==> config.mk <==
export PLATFORM = sky130hd
export DESIGN_NAME = clip_player_flat
export DESIGN_NICKNAME = d
export VERILOG_FILES = /design/src/rtl/clip_player_if.sv /design/src/rtl/clip_player.sv /design/src/flat_wrapper.sv
export SDC_FILE = /design/constraint.sdc
export NUM_CORES = 1
export LEC_CHECK = 0
export ABC_AREA = 1
export BUFFER_PORTS_ARGS = -buffer_cell sky130_fd_sc_hd__buf_2
export CORE_MARGIN = 4
export CORE_UTILIZATION = 62
export CTS_BUF_LIST = sky130_fd_sc_hd__clkbuf_4 sky130_fd_sc_hd__clkbuf_8
export DETAILED_ROUTE_END_ITERATION = 6
export HOLD_SLACK_MARGIN = 0.06
export PLACE_DENSITY_LB_ADDON = 0.1
export SYNTH_ARGS = -nofsm -noshare
export SYNTH_HDL_FRONTEND = slang
export SYNTH_SLANG_ARGS = --single-unit
export TNS_END_PERCENT = 5
==> constraint.sdc <==
create_clock -name clk -period 4 [get_ports clk]
set_input_delay 0.6 -clock clk [delete_from_list [all_inputs] [get_ports clk]]
set_output_delay 0.6 -clock clk [all_outputs]
set_load 0.005 [all_outputs]
==> src/rtl/clip_player_if.sv <==
// Control, sample-ROM and serializer-side signals of the clip player.
// master is the player itself; slave is the surrounding button/ROM/AC97 logic.
interface clip_player_if #(
   parameter int unsigned CW = 1,
   parameter int unsigned AW = 18,
   parameter int unsigned DW = 16
);
   logic [CW-1:0] clip_sel;
   logic          start;
   logic          stop;
   logic          smp_req;
   logic [AW-1:0] mem_addr;
   logic [DW-1:0] mem_data;
   logic [DW-1:0] smp_data;
   logic          smp_valid;
   logic          busy;
   logic [CW-1:0] cur_clip;
   logic          done;

   modport master (
      input  clip_sel, start, stop, smp_req, mem_data,
      output mem_addr, smp_data, smp_valid, busy, cur_clip, done
   );

   modport slave (
      output clip_sel, start, stop, smp_req, mem_data,
      input  mem_addr, smp_data, smp_valid, busy, cur_clip, done
   );
endinterface

==> src/rtl/clip_player.sv <==
// Clip player: answers each frame sample request with one ROM sample of the active clip, or silence.
// Optional macro CLIP_PLAYER_LOOP_EN: clips wrap to their first sample instead of returning to idle.
module clip_player #(
   parameter int unsigned          NCLIPS    = 2,
   parameter int unsigned          AW        = 18,
   parameter int unsigned          DW        = 16,
   parameter logic [NCLIPS*AW-1:0] CLIP_BASE = {18'd38097, 18'd0},
   parameter logic [NCLIPS*AW-1:0] CLIP_LEN  = {18'd45192, 18'd38097}
) (
   input logic           clk,
   input logic           rst_b,
   clip_player_if.master bus
);
   localparam int unsigned CW       = (NCLIPS > 2) ? $clog2(NCLIPS) : 1;
   localparam logic [CW:0] NCLIPS_W = (CW+1)'(NCLIPS);

   localparam logic [0:0] ST_IDLE = 1'b0;
   localparam logic [0:0] ST_PLAY = 1'b1;

   logic [0:0]    state_q, state_d;
   logic [AW-1:0] ptr_q, ptr_d;
   logic [CW-1:0] cur_clip_q, cur_clip_d;
   logic [1:0]    pend_q, pend_d;
   logic          play_q, play_d;
   logic          last_q, last_d;
   logic          end_arm_q, end_arm_d;
   logic [AW-1:0] mem_addr_q, mem_addr_d;
   logic [DW-1:0] smp_data_q, smp_data_d;
   logic          smp_valid_q, smp_valid_d;
   logic          busy_q, busy_d;
   logic          done_q, done_d;

   logic [0:0]    state_v;
   logic [AW-1:0] ptr_v;
   logic [CW-1:0] clip_v;
   logic          sel_ok;
   logic          accept;
   logic          is_last;

   function automatic logic [AW-1:0] clip_base(input logic [CW-1:0] idx);
      clip_base = '0;
      for (int i = 0; i < NCLIPS; i++)
         if (CW'(i) == idx) clip_base = CLIP_BASE[i*AW +: AW];
   endfunction

   function automatic logic [AW-1:0] clip_len(input logic [CW-1:0] idx);
      clip_len = AW'(1);
      for (int i = 0; i < NCLIPS; i++)
         if (CW'(i) == idx) clip_len = CLIP_LEN[i*AW +: AW];
   endfunction

   // Control events are applied first, so an accepted request sees the updated clip/pointer.
   always_comb begin
      state_d     = state_q;
      ptr_d       = ptr_q;
      cur_clip_d  = cur_clip_q;
      pend_d      = {pend_q[0], 1'b0};
      play_d      = play_q;
      last_d      = last_q;
      end_arm_d   = end_arm_q;
      mem_addr_d  = mem_addr_q;
      smp_data_d  = smp_data_q;
      smp_valid_d = 1'b0;
      busy_d      = 1'b0;
      done_d      = 1'b0;
      state_v     = state_q;
      ptr_v       = ptr_q;
      clip_v      = cur_clip_q;
      is_last     = 1'b0;
      sel_ok      = ({1'b0, bus.clip_sel} < NCLIPS_W);
      accept      = bus.smp_req && (pend_q == 2'b00);

      if (bus.stop) begin
         state_v   = ST_IDLE;
         end_arm_d = 1'b0;
      end else if (bus.start && sel_ok) begin
         state_v   = ST_PLAY;
         clip_v    = bus.clip_sel;
         ptr_v     = '0;
         end_arm_d = 1'b0;
      end else if (done_q && end_arm_q) begin
         // Leave PLAY the cycle after the final sample was handed over.
         state_v   = ST_IDLE;
         end_arm_d = 1'b0;
      end

      if (accept) begin
         pend_d[0]  = 1'b1;
         mem_addr_d = clip_base(clip_v) + ptr_v;
         play_d     = (state_v == ST_PLAY);
         last_d     = 1'b0;
         if (state_v == ST_PLAY) begin
            is_last = (ptr_v == (clip_len(clip_v) - AW'(1)));
            last_d  = is_last;
`ifdef CLIP_PLAYER_LOOP_EN
            ptr_v = is_last ? '0 : ptr_v + AW'(1);
`else
            ptr_v = ptr_v + AW'(1);
            if (is_last) end_arm_d = 1'b1;
`endif
         end
      end

      if (pend_q[0]) begin
         smp_valid_d = 1'b1;
         smp_data_d  = play_q ? bus.mem_data : '0;
         done_d      = last_q;
      end

      state_d    = state_v;
      ptr_d      = ptr_v;
      cur_clip_d = clip_v;
      busy_d     = (state_v == ST_PLAY);
   end

   always_ff @(posedge clk) begin
      if (!rst_b) begin
         state_q     <= ST_IDLE;
         ptr_q       <= '0;
         cur_clip_q  <= '0;
         pend_q      <= '0;
         play_q      <= 1'b0;
         last_q      <= 1'b0;
         end_arm_q   <= 1'b0;
         mem_addr_q  <= '0;
         smp_data_q  <= '0;
         smp_valid_q <= 1'b0;
         busy_q      <= 1'b0;
         done_q      <= 1'b0;
      end else begin
         state_q     <= state_d;
         ptr_q       <= ptr_d;
         cur_clip_q  <= cur_clip_d;
         pend_q      <= pend_d;
         play_q      <= play_d;
         last_q      <= last_d;
         end_arm_q   <= end_arm_d;
         mem_addr_q  <= mem_addr_d;
         smp_data_q  <= smp_data_d;
         smp_valid_q <= smp_valid_d;
         busy_q      <= busy_d;
         done_q      <= done_d;
      end
   end

   assign bus.mem_addr  = mem_addr_q;
   assign bus.smp_data  = smp_data_q;
   assign bus.smp_valid = smp_valid_q;
   assign bus.busy      = busy_q;
   assign bus.cur_clip  = cur_clip_q;
   assign bus.done      = done_q;

endmodule

==> src/flat_wrapper.sv <==
// flat-port wrapper written by rule: the top's interface ports become plain ports
module clip_player_flat 
#(
   parameter int unsigned          NCLIPS    = 2,
   parameter int unsigned          AW        = 18,
   parameter int unsigned          DW        = 16,
   parameter logic [NCLIPS*AW-1:0] CLIP_BASE = {18'd38097, 18'd0},
   parameter logic [NCLIPS*AW-1:0] CLIP_LEN  = {18'd45192, 18'd38097}
)
  (clk, rst_b, bus_clip_sel, bus_start, bus_stop, bus_smp_req, bus_mem_data, bus_mem_addr, bus_smp_data, bus_smp_valid, bus_busy, bus_cur_clip, bus_done);
  clip_player_if #(.CW(1), .AW(AW), .DW(DW)) bus_i ();
  input logic clk;
  input logic rst_b;
  input wire logic [$bits(bus_i.clip_sel)-1:0] bus_clip_sel;
  input wire logic [$bits(bus_i.start)-1:0] bus_start;
  input wire logic [$bits(bus_i.stop)-1:0] bus_stop;
  input wire logic [$bits(bus_i.smp_req)-1:0] bus_smp_req;
  input wire logic [$bits(bus_i.mem_data)-1:0] bus_mem_data;
  output wire logic [$bits(bus_i.mem_addr)-1:0] bus_mem_addr;
  output wire logic [$bits(bus_i.smp_data)-1:0] bus_smp_data;
  output wire logic [$bits(bus_i.smp_valid)-1:0] bus_smp_valid;
  output wire logic [$bits(bus_i.busy)-1:0] bus_busy;
  output wire logic [$bits(bus_i.cur_clip)-1:0] bus_cur_clip;
  output wire logic [$bits(bus_i.done)-1:0] bus_done;
  assign bus_i.clip_sel = bus_clip_sel;
  assign bus_i.start = bus_start;
  assign bus_i.stop = bus_stop;
  assign bus_i.smp_req = bus_smp_req;
  assign bus_i.mem_data = bus_mem_data;
  assign bus_mem_addr = bus_i.mem_addr;
  assign bus_smp_data = bus_i.smp_data;
  assign bus_smp_valid = bus_i.smp_valid;
  assign bus_busy = bus_i.busy;
  assign bus_cur_clip = bus_i.cur_clip;
  assign bus_done = bus_i.done;
  clip_player #(.NCLIPS(NCLIPS), .AW(AW), .DW(DW), .CLIP_BASE(CLIP_BASE), .CLIP_LEN(CLIP_LEN)) u_core (.clk(clk), .rst_b(rst_b), .bus(bus_i));
endmodule
==> impl_metrics.tcl, run 1 <==
set metrics [dict create \
    status "finished, final reports clean" \
    synth_top_area_cell "dfxtp_1" \
    yosysSeqAreaShare_pct 37.8 \
    clock_sinks 60 \
    die_area_sq_um 6330 \
    antenna_found_initial 0 \
    setup-violations-final 0 \
    grt_pass1_vias 3099 \
    worst_ep_arrival_time_ns 2.83 \
    via_count 3373 \
    cts_max_level 3 \
    wl_per_cell_um 14.4 \
    grt_overflow 0 \
    rr_worst_depth 17 \
    layout_common_cells "nand2_1 (93), inv_1 (72), nor2_1 (62)" \
    first_pass_iters 5 \
    routed_wl_um 8790 \
    p_leak_nw 1.73 \
    period_needed_ns 2.59 \
    track_usage_pct 29.7 \
    maxCapViolCount 0 \
    cp-start-kind "input pin" \
    fmax_mhz 387 \
    initial_core_util_pct 65.5 \
    route.detailed.drc 0 \
    finalHoldViolations 0 \
    drive_gt1_share_pct 18.0 \
    syn_nets 511 \
    drt_iter0_markers 263 \
    die_w_um 79.6 \
    power_density_nw_per_um2 355 \
    ys_warn_count 0 \
    worst_pin_slew_ns 0.810 \
    synth_seq_cells 60 \
    syn_area_per_cell_sq_um 6.57 \
    holdPathStages 2 \
    rsz0062_at_grt "no" \
    grt_pass1_wl_um 14600 \
    ctsHoldBuffers 0 \
    vias_per_cell 5.53 \
    cp-end-kind "register" \
    final_common_cell "nand2_1" \
    core_area_sq_um 4850 \
    grt_max_degree 40 \
    hpwl_um 6450 \
    postLayoutCoreUtil_pct 76.1 \
    total_power_w 0.00131 \
    clockRootBuffer "clkbuf_8" \
    fin_nets 566 \
    slew_viol_final 0 \
    cts_tree "built" \
    cts_made_buffers 9 \
    period_share_pct 64.6 \
    synth_compound_area_share_pct 12.6 \
    synth_xor_xnor_area_share_pct 1.66 \
    syn-instance-count 483 \
    cp_data_required_time_ns 4.25 \
    slowest_delay_ns 0.25 \
    core.rowCount 25 \
    slew_headroom_pct 46.0 \
    postPlaceCellArea_sq_um 3490 \
    placed_cells 594 \
    n_antenna_cell 0 \
    final_antenna_net_count 0 \
    hold_class "reg -> reg" \
    ir_drop_v 0.000269 \
    syn_area_sq_um 3170 \
    max-clock-path-buffers 2 \
    yosysTopAreaCellShare_pct 37.8 \
    cp_slowest_cell "inv_1" \
    ys_top_cells_by_area "dfxtp_1 (38%), nand2_1 (11%), inv_1 (8.5%)" \
    tns_ns 0 \
    synthFlopType "dfxtp_1" \
    synth_fa_ha_area_share_pct 2.36 \
    muxShareOfSynthArea_pct 0 \
    worst-path-max-fanout 14 \
    syn_to_final_growth_pct 16.3 \
    cts_resized 0 \
    worstSetupPathType "in -> reg" \
    yosys.area_share.simple_pct 34.4 \
    synth_edf_count 0 \
    skew_ns 0.0111 \
    worstPathCellList "buf_2 -> inv_2 -> nand2_4 -> nand2_1 -> nand2_1 -> inv_1 -> ha_1 -> ha_1 -> inv_1 -> nor2_2 -> nand2_1 -> o21ai_2 -> nand2_1 -> nand2_2 -> nand2_1 -> nand2_1 -> nand2_1 -> o21ai_1 -> inv_1" \
    async_flop_share_pct 0 \
    synth_cell_types 34 \
    instances_no_fill 610 \
    numPortBuffers 59 \
    clk_latency_ns 0.36 \
    synth_top_family_by_area "simple AND/OR/NAND/NOR gates" \
    cts_setup_buffers 0 \
    io_pins 60 \
    cpMostUsedCell "nand2_1" \
    die_h_um 79.6 \
    gp_congestion 1.02 \
    clk_pin_slew_ns 0.07 \
    final_area_sq_um 3690 \
]
==> logic make-up (layout without fill, tap and decap cells) <==
group,Yosys count,count (layout)
buf+inv,92,152
fa+ha+maj,6,6
xor+xnor,6,6
simple gates,245,245
compound gates,74,74
flops,60,60
==> worst max-delay path, delay by kind of cell <==
family,cells,cell delay (ns)
fa+ha+maj,2,0.41
simple gates,10,0.93
buf+inv,5,0.56
compound gates,2,0.32
==> final cells by class <==
cell class / count / area (sq um)
flip-flops and latches: 60 / 1200
well taps: 67 / 83.8
clock inverters: 7 / 75.1
repair buffers: 60 / 303
multi-input cells: 331 / 1620
clock buffers: 9 / 124
inverters: 76 / 285
fillers: 375 / 1160
==> power breakdown <==
part	total, W	leakage, nW	internal (W)	switching [W]
registers	0.000631	0.488	0.000616	0.0000146
clock network	0.000553	0.0923	0.000290	0.000263
logic	0.000127	1.15	0.0000457	0.0000815
==> routing by layer <==
metal	up-vias	share of wire, %	track usage [%]
li1	1665	-	-
met1	1535	44	39.9
met2	145	45	44.7
met3	28	7.9	7.22
met4	0	2.8	13.9
met5	-	0	0
==> metrics by stage <==
stage	hold WS (ns)	worst slack, ns
4_1_cts	0.455	1.42
3_3_place_gp	0.413	1.17
2_1_floorplan	0.408	1.58
6_report	0.449	1.41
3_5_place_dp	0.420	1.07
5_1_grt	0.466	1.15
==> cell usage after synthesis (2+ instances only) <==
| cell | instances |
|---|---|
| nand2_1 | 93 |
| inv_1 | 72 |
| nor2_1 | 62 |
| dfxtp_1 | 60 |
| nand3_1 | 47 |
| a21oi_1 | 38 |
| o21ai_0 | 19 |
| nor3_1 | 13 |
| clkbuf_1 | 12 |
| nand4_1 | 11 |
| ha_1 | 6 |
| nand2_2 | 6 |
| nor2_2 | 6 |
| o21ai_1 | 5 |
| inv_2 | 4 |
| xor2_1 | 4 |
| a211oi_1 | 3 |
| a31oi_1 | 2 |
| buf_1 | 2 |
| nor4_1 | 2 |
| o211ai_1 | 2 |
| xnor2_1 | 2 |
==> path summary, 6_finish.rpt <==
check / start / end / slack [ns]
worst max-delay path: bus_stop / u_core.bus.mem_addr[10] / 1.41
worst min-delay path: u_core.last_q / u_core.bus.done / 0.45
worst max register to register: u_core.bus.cur_clip / u_core.bus.mem_addr[10] / 1.53
worst min register to register: u_core.last_q / u_core.bus.done / 0.45
==> sequential cells by signal (all words and copies together), names as in the netlist <==
name / flops
u_core.last_q: 1
u_core.bus.done: 1
u_core.play_q: 1
u_core.end_arm_q: 1
u_core.bus.busy: 1
u_core.ptr_q: 18
u_core.bus.mem_addr: 18
u_core.bus.cur_clip: 1
u_core.bus.smp_valid: 1
u_core.pend_q: 1
u_core.bus.smp_data: 16
No activity file was read; power rests on OpenSTA's default activity.
==> run 2, diff against run 1 <==
--- a/config.mk
+++ b/config.mk
@@ -8,7 +8,7 @@
 export ABC_AREA = 1
 export BUFFER_PORTS_ARGS = -buffer_cell sky130_fd_sc_hd__buf_2
 export CORE_MARGIN = 4
-export CORE_UTILIZATION = 62
+export CORE_UTILIZATION = 52
 export CTS_BUF_LIST = sky130_fd_sc_hd__clkbuf_4 sky130_fd_sc_hd__clkbuf_8
 export DETAILED_ROUTE_END_ITERATION = 6
 export HOLD_SLACK_MARGIN = 0.06
==> constraint.sdc (replaced) <==
create_clock -name clk -period 2.3 [get_ports clk]
set_input_delay 0.345 -clock clk [delete_from_list [all_inputs] [get_ports clk]]
set_output_delay 0.345 -clock clk [all_outputs]
set_load 0.005 [all_outputs]
==> run 2 against run 1 <==
First-iteration DRC count is 10% lower. Clock skew is 0.0010 ns lower. Sequential share of layout area is 2.9 points lower. Non-clock buffer count is 39 higher. Design area is 9.8% higher. Largest cell class unchanged.
==> impl_metrics.tcl, run 2 (synthesis gave the netlist of run 1 again) <==
set metrics [dict create \
    tns_ns 0 \
    die_h_um 86.1 \
    cts_tree "built" \
    seq_power_share_pct 45.1 \
    core_area_sq_um 5920 \
    cts_made_buffers 9 \
    cp-end-kind "register" \
    vias_per_cell 5.24 \
    cts_max_level 3 \
    die_area_sq_um 7420 \
    rsz0062_at_grt "yes" \
    p_sw_w 0.000618 \
    worstSetupPathType "reg -> reg" \
    cp_data_required_time_ns 2.55 \
    worst_ep_arrival_time_ns 2.37 \
    cp-start-kind "register" \
    layout_common_cells "nand2_1 (92), inv_1 (71), nor2_1 (61)" \
    clockRootBuffer "clkbuf_8" \
    final_common_cell "nand2_1" \
    p_clk_share_pct 43.9 \
    period_share_pct 92.1 \
    die_w_um 86.1 \
    clk_pin_slew_ns 0.07 \
    holdWs_ns 0.251 \
    final_antenna_net_count 0 \
    fin_nets 605 \
    routed_wl_um 9310 \
    status "finished, final reports clean" \
    skew_ns 0.0101 \
    worst_pin_slew_ns 0.623 \
    antenna_found_initial 0 \
    gp_congestion 0.981 \
    track_usage_pct 26.4 \
    total_power_w 0.00242 \
    max-clock-path-buffers 2 \
    grt_pass1_wl_um 15200 \
    grt_max_degree 40 \
    ir_drop_v 0.000493 \
    n_antenna_cell 0 \
    setup-violations-final 0 \
    via_count 3445 \
    route.detailed.drc 0 \
    io_pins 60 \
    wl_per_cell_um 14.2 \
    period_needed_ns 2.12 \
    drive_gt1_share_pct 24.6 \
    fmax_mhz 472 \
    maxCapViolCount 0 \
    slew_headroom_pct 58.4 \
    core.rowCount 28 \
    postPlaceCellArea_sq_um 3810 \
    combPwrFrac_pct 11.0 \
    p_leak_nw 1.93 \
    initial_core_util_pct 53.6 \
    syn_to_final_growth_pct 27.7 \
    first_pass_iters 5 \
    clock_sinks 60 \
    p_sw_share_pct 25.5 \
    final_area_sq_um 4050 \
    hold_class "in -> reg" \
    worst-path-max-fanout 8 \
    finalHoldViolations 0 \
    hpwl_um 6980 \
    slew_viol_final 0 \
    p_int_w 0.00180 \
    power_density_nw_per_um2 597 \
    grt_pass1_vias 3151 \
    clk_latency_ns 0.35 \
    grt_overflow 0 \
    numPortBuffers 59 \
    drt_iter0_markers 236 \
]
==> run 2: path summary, 6_finish.rpt <==
kind	end	slack, ns	startpoint	depth (start not counted)
max	u_core.bus.mem_addr[16]	0.18	u_core.bus.cur_clip	17
min	u_core.bus.smp_data[15]	0.25	bus_mem_data[15]	3
max reg2reg	u_core.bus.mem_addr[16]	0.18	u_core.bus.cur_clip	17
min reg2reg	u_core.bus.done	0.43	u_core.last_q	2
==> run 2: repair_timing <==
| action | 4_1_cts | 5_1_grt |
|---|---|---|
| gates resized for setup | 0 | 6 |
| setup buffers | 0 | 0 |
| endpoints found under the hold margin | 0 | 0 |
| hold buffers | 0 | 0 |
| endpoints found under the setup margin | 0 | 5 |
==> run 2: layout make-up <==
type	instances	area, sq um
Fill cell	562	1870
Multi-Input combinational cell	331	1650
Sequential cell	60	1200
Timing Repair Buffer	99	608
Inverter	76	285
Clock buffer	10	131
Tap cell	75	93.8
Clock inverter	6	88.8
==> run 2: critical path, cell delays in order, from the launching register on <==
cell and delay, ns:
dfxtp_1 0.32, inv_1 0.08, nand2_1 0.06, nand2_1 0.08
inv_1 0.06, buf_4 0.18, ha_4 0.27, inv_1 0.05
nor2_2 0.11, nand3_2 0.11, inv_2 0.10, nand3_1 0.09
nor3_1 0.18, nand2_1 0.09, nand3_1 0.08, nand3_1 0.08
nand2_1 0.07, inv_1 0.03
==> run 2: power groups by stage <==
stage | registers [W] | clock network (W) | logic (W)
after global placement | 0.00111 | 0 | 0.000261
after global routing | 0.00109 | 0.00113 | 0.000300
final | 0.00109 | 0.00106 | 0.000267
after detailed placement | 0.00111 | 0 | 0.000262
after floorplan | 0.00111 | 0 | 0.000141
after CTS | 0.00109 | 0.00107 | 0.000263
==> run 2: layer usage <==
metal  wire (um)  up-vias  GRT usage (%)
met4         160        0           7.63
met3         707       21           6.53
li1            -     1745              -
met5           0        -              0
met2        4100      133           39.2
met1        4340     1546           37.6
==> run 2: through the flow <==
step | setup WS [ns] | util (%) | instances
finish | 0.181 | 68.5 | 657
global route | -0.0205 | 68.5 | 657
CTS | 0.154 | 68.0 | 657
detailed placement | -0.0639 | 64.3 | 641
global placement | -0.0201 | 64.3 | 641
floorplan | 0.137 | - | 483
==> run 3, diff against run 2 <==
--- a/config.mk
+++ b/config.mk
@@ -8,11 +8,12 @@
 export ABC_AREA = 1
 export BUFFER_PORTS_ARGS = -buffer_cell sky130_fd_sc_hd__buf_2
 export CORE_MARGIN = 4
-export CORE_UTILIZATION = 52
-export CTS_BUF_LIST = sky130_fd_sc_hd__clkbuf_4 sky130_fd_sc_hd__clkbuf_8
+export CORE_UTILIZATION = 50
+export CTS_BUF_LIST = sky130_fd_sc_hd__clkbuf_16
 export DETAILED_ROUTE_END_ITERATION = 6
 export HOLD_SLACK_MARGIN = 0.06
 export PLACE_DENSITY_LB_ADDON = 0.1
+export SLEW_MARGIN = 20
 export SYNTH_ARGS = -nofsm -noshare
 export SYNTH_HDL_FRONTEND = slang
 export SYNTH_SLANG_ARGS = --single-unit
==> run 3 against run 2 <==
Register-to-register slack improved by 0.03 ns. Critical path depth is 1 lower. Global-route usage is 1.1 points lower. Sequential power hardly changed. Combinational power down 3%. Non-clock buffer count decreased by 5. Sequential share of layout area hardly changed. Maximum frequency rose by 1.4%. Clock skew fell by 0.0028 ns. Total power up 9.9%. Setup slack improved by 0.029 ns.
==> impl_metrics.tcl, run 3 (synthesis gave the netlist of run 1 again) <==
set metrics [dict create \
    fin_nets 600 \
    fmax_mhz 479 \
    worst-path-max-fanout 5 \
    cp_data_required_time_ns 2.58 \
    cp-start-kind "register" \
    p_leak_nw 1.94 \
    numPortBuffers 59 \
    cts_tree "built" \
    die_area_sq_um 7690 \
    cp-startpoint "u_core.bus.cur_clip" \
    period_share_pct 90.8 \
    hpwl_um 7030 \
    reg2reg_slack_ns 0.21 \
    setup-violations-final 0 \
    core.rowCount 28 \
    p_sw_share_pct 24.4 \
    route.detailed.drc 0 \
    ctsHoldBuffers 0 \
    antenna_found_initial 0 \
    combPwrFrac_pct 9.7 \
    final_common_cell "nand2_1" \
    die_w_um 87.7 \
    io_pins 60 \
    wl_met3_um 717 \
    grt_pass1_vias 3163 \
    worst_pin_slew_ns 0.602 \
    drt_iter0_markers 243 \
    seq_power_share_pct 41.0 \
    layout_common_cells "nand2_1 (93), inv_1 (72), nor2_1 (62)" \
    via_count 3374 \
    max-clock-path-buffers 2 \
    maxCapViolCount 0 \
    p_sw_w 0.000651 \
    grt_pass1_wl_um 15000 \
    cts_setup_buffers 0 \
    grt_overflow 0 \
    power_density_nw_per_um2 657 \
    clk_pin_slew_ns 0.05 \
    status "finished, final reports clean" \
    slew_viol_final 0 \
    hp-start "bus_mem_data[6]" \
    routed_wl_um 9300 \
    cts_max_level 3 \
    wl_per_cell_um 14.3 \
    vias_per_cell 5.17 \
    instances_no_fill 652 \
    worstSetupPathType "reg -> reg" \
    highest_layer "met4" \
    clk_latency_ns 0.33 \
    clock_sinks 60 \
    n_antenna_cell 0 \
    core_area_sq_um 6030 \
    placed_cells 636 \
    p_int_w 0.00201 \
    cts_made_buffers 9 \
    met2_length_um 4030 \
    finalHoldViolations 0 \
    grt_max_degree 40 \
    holdWs_ns 0.277 \
    p_clk_share_pct 49.2 \
    pre_cts_slack_ns -0.0104 \
    wl_met1_um 4360 \
    skew_ns 0.00724 \
    rsz0062_at_grt "no" \
    n_fill_cell 548 \
    track_usage_pct 25.3 \
    syn_to_final_growth_pct 27.6 \
    gp_congestion 0.970 \
    die_h_um 87.7 \
    period_needed_ns 2.09 \
    cts_resized 0 \
    r2r_start "u_core.bus.cur_clip" \
    fin_ws_ns 0.211 \
    ir_drop_v 0.000451 \
    cp-end-kind "register" \
    hold_class "in -> reg" \
    initial_core_util_pct 52.7 \
    drive_gt1_share_pct 22.9 \
    final_antenna_net_count 0 \
    first_pass_iters 5 \
    slew_headroom_pct 59.8 \
    worst_ep_arrival_time_ns 2.37 \
    clockRootBuffer "clkbuf_16" \
]
## run 3: changes by cell type in the layout (fill, tap and decap cells not counted), sizes merged
cell    delta
buf        -5
inv        +2
bufinv     -1
clkbuf     -1
## run 3: area by class of cell
class / count / area (sq um) / area share, %
Inverter: 76 / 285 / 7.04
Clock inverter: 7 / 67.6 / 1.67
Clock buffer: 9 / 225 / 5.56
Sequential cell: 60 / 1200 / 29.7
Timing Repair Buffer: 94 / 558 / 13.8
Multi-Input combinational cell: 331 / 1620 / 40.0
Tap cell: 75 / 93.8 / 2.32
## run 3: critical path, cell delays in order (launching register included)
cell     delay (ns)
dfxtp_1        0.33
inv_1          0.06
nand2_1        0.06
nand2_1        0.06
inv_1          0.15
ha_1           0.20
buf_4          0.13
inv_1          0.04
nor2_1         0.13
nand2_1        0.06
o21ai_1        0.26
nand3_1        0.14
nand2_1        0.11
nand3_1        0.07
nand3_1        0.11
nand2_1        0.06
inv_1          0.04
## run 3: metal layers
layer | track usage (%) | vias to the layer above
met5 | 0 | -
met4 | 9.21 | 0
met3 | 3.86 | 19
met2 | 38.7 | 139
met1 | 36.0 | 1482
li1 | - | 1734
## run 3: power groups by stage
stage / Clock (W) / Sequential (W) / Combinational [W]
floorplan: 0 / 0.00111 / 0.000141
global placement: 0 / 0.00111 / 0.000257
detailed placement: 0 / 0.00111 / 0.000257
CTS: 0.00133 / 0.00109 / 0.000260
global route: 0.00139 / 0.00110 / 0.000292
finish: 0.00131 / 0.00109 / 0.000259
## run 3: final timing paths
check | depth (start not counted) | end
hold / removal | 3 | u_core.bus.smp_data[6]
setup reg to reg | 16 | u_core.bus.mem_addr[15]
setup / recovery | 16 | u_core.bus.mem_addr[15]
hold reg to reg | 2 | u_core.bus.done
## run 3: per-stage QoR
step	utilization, %	TNS [ns]	cell area (sq um)	total power, W
floorplan	-	0	3170	0.00125
global placement	62.4	-0.121	3760	0.00137
detailed placement	62.4	-0.0178	3760	0.00137
CTS	67.2	0	4050	0.00268
global route	67.2	0	4050	0.00278
finish	67.2	0	4050	0.00266
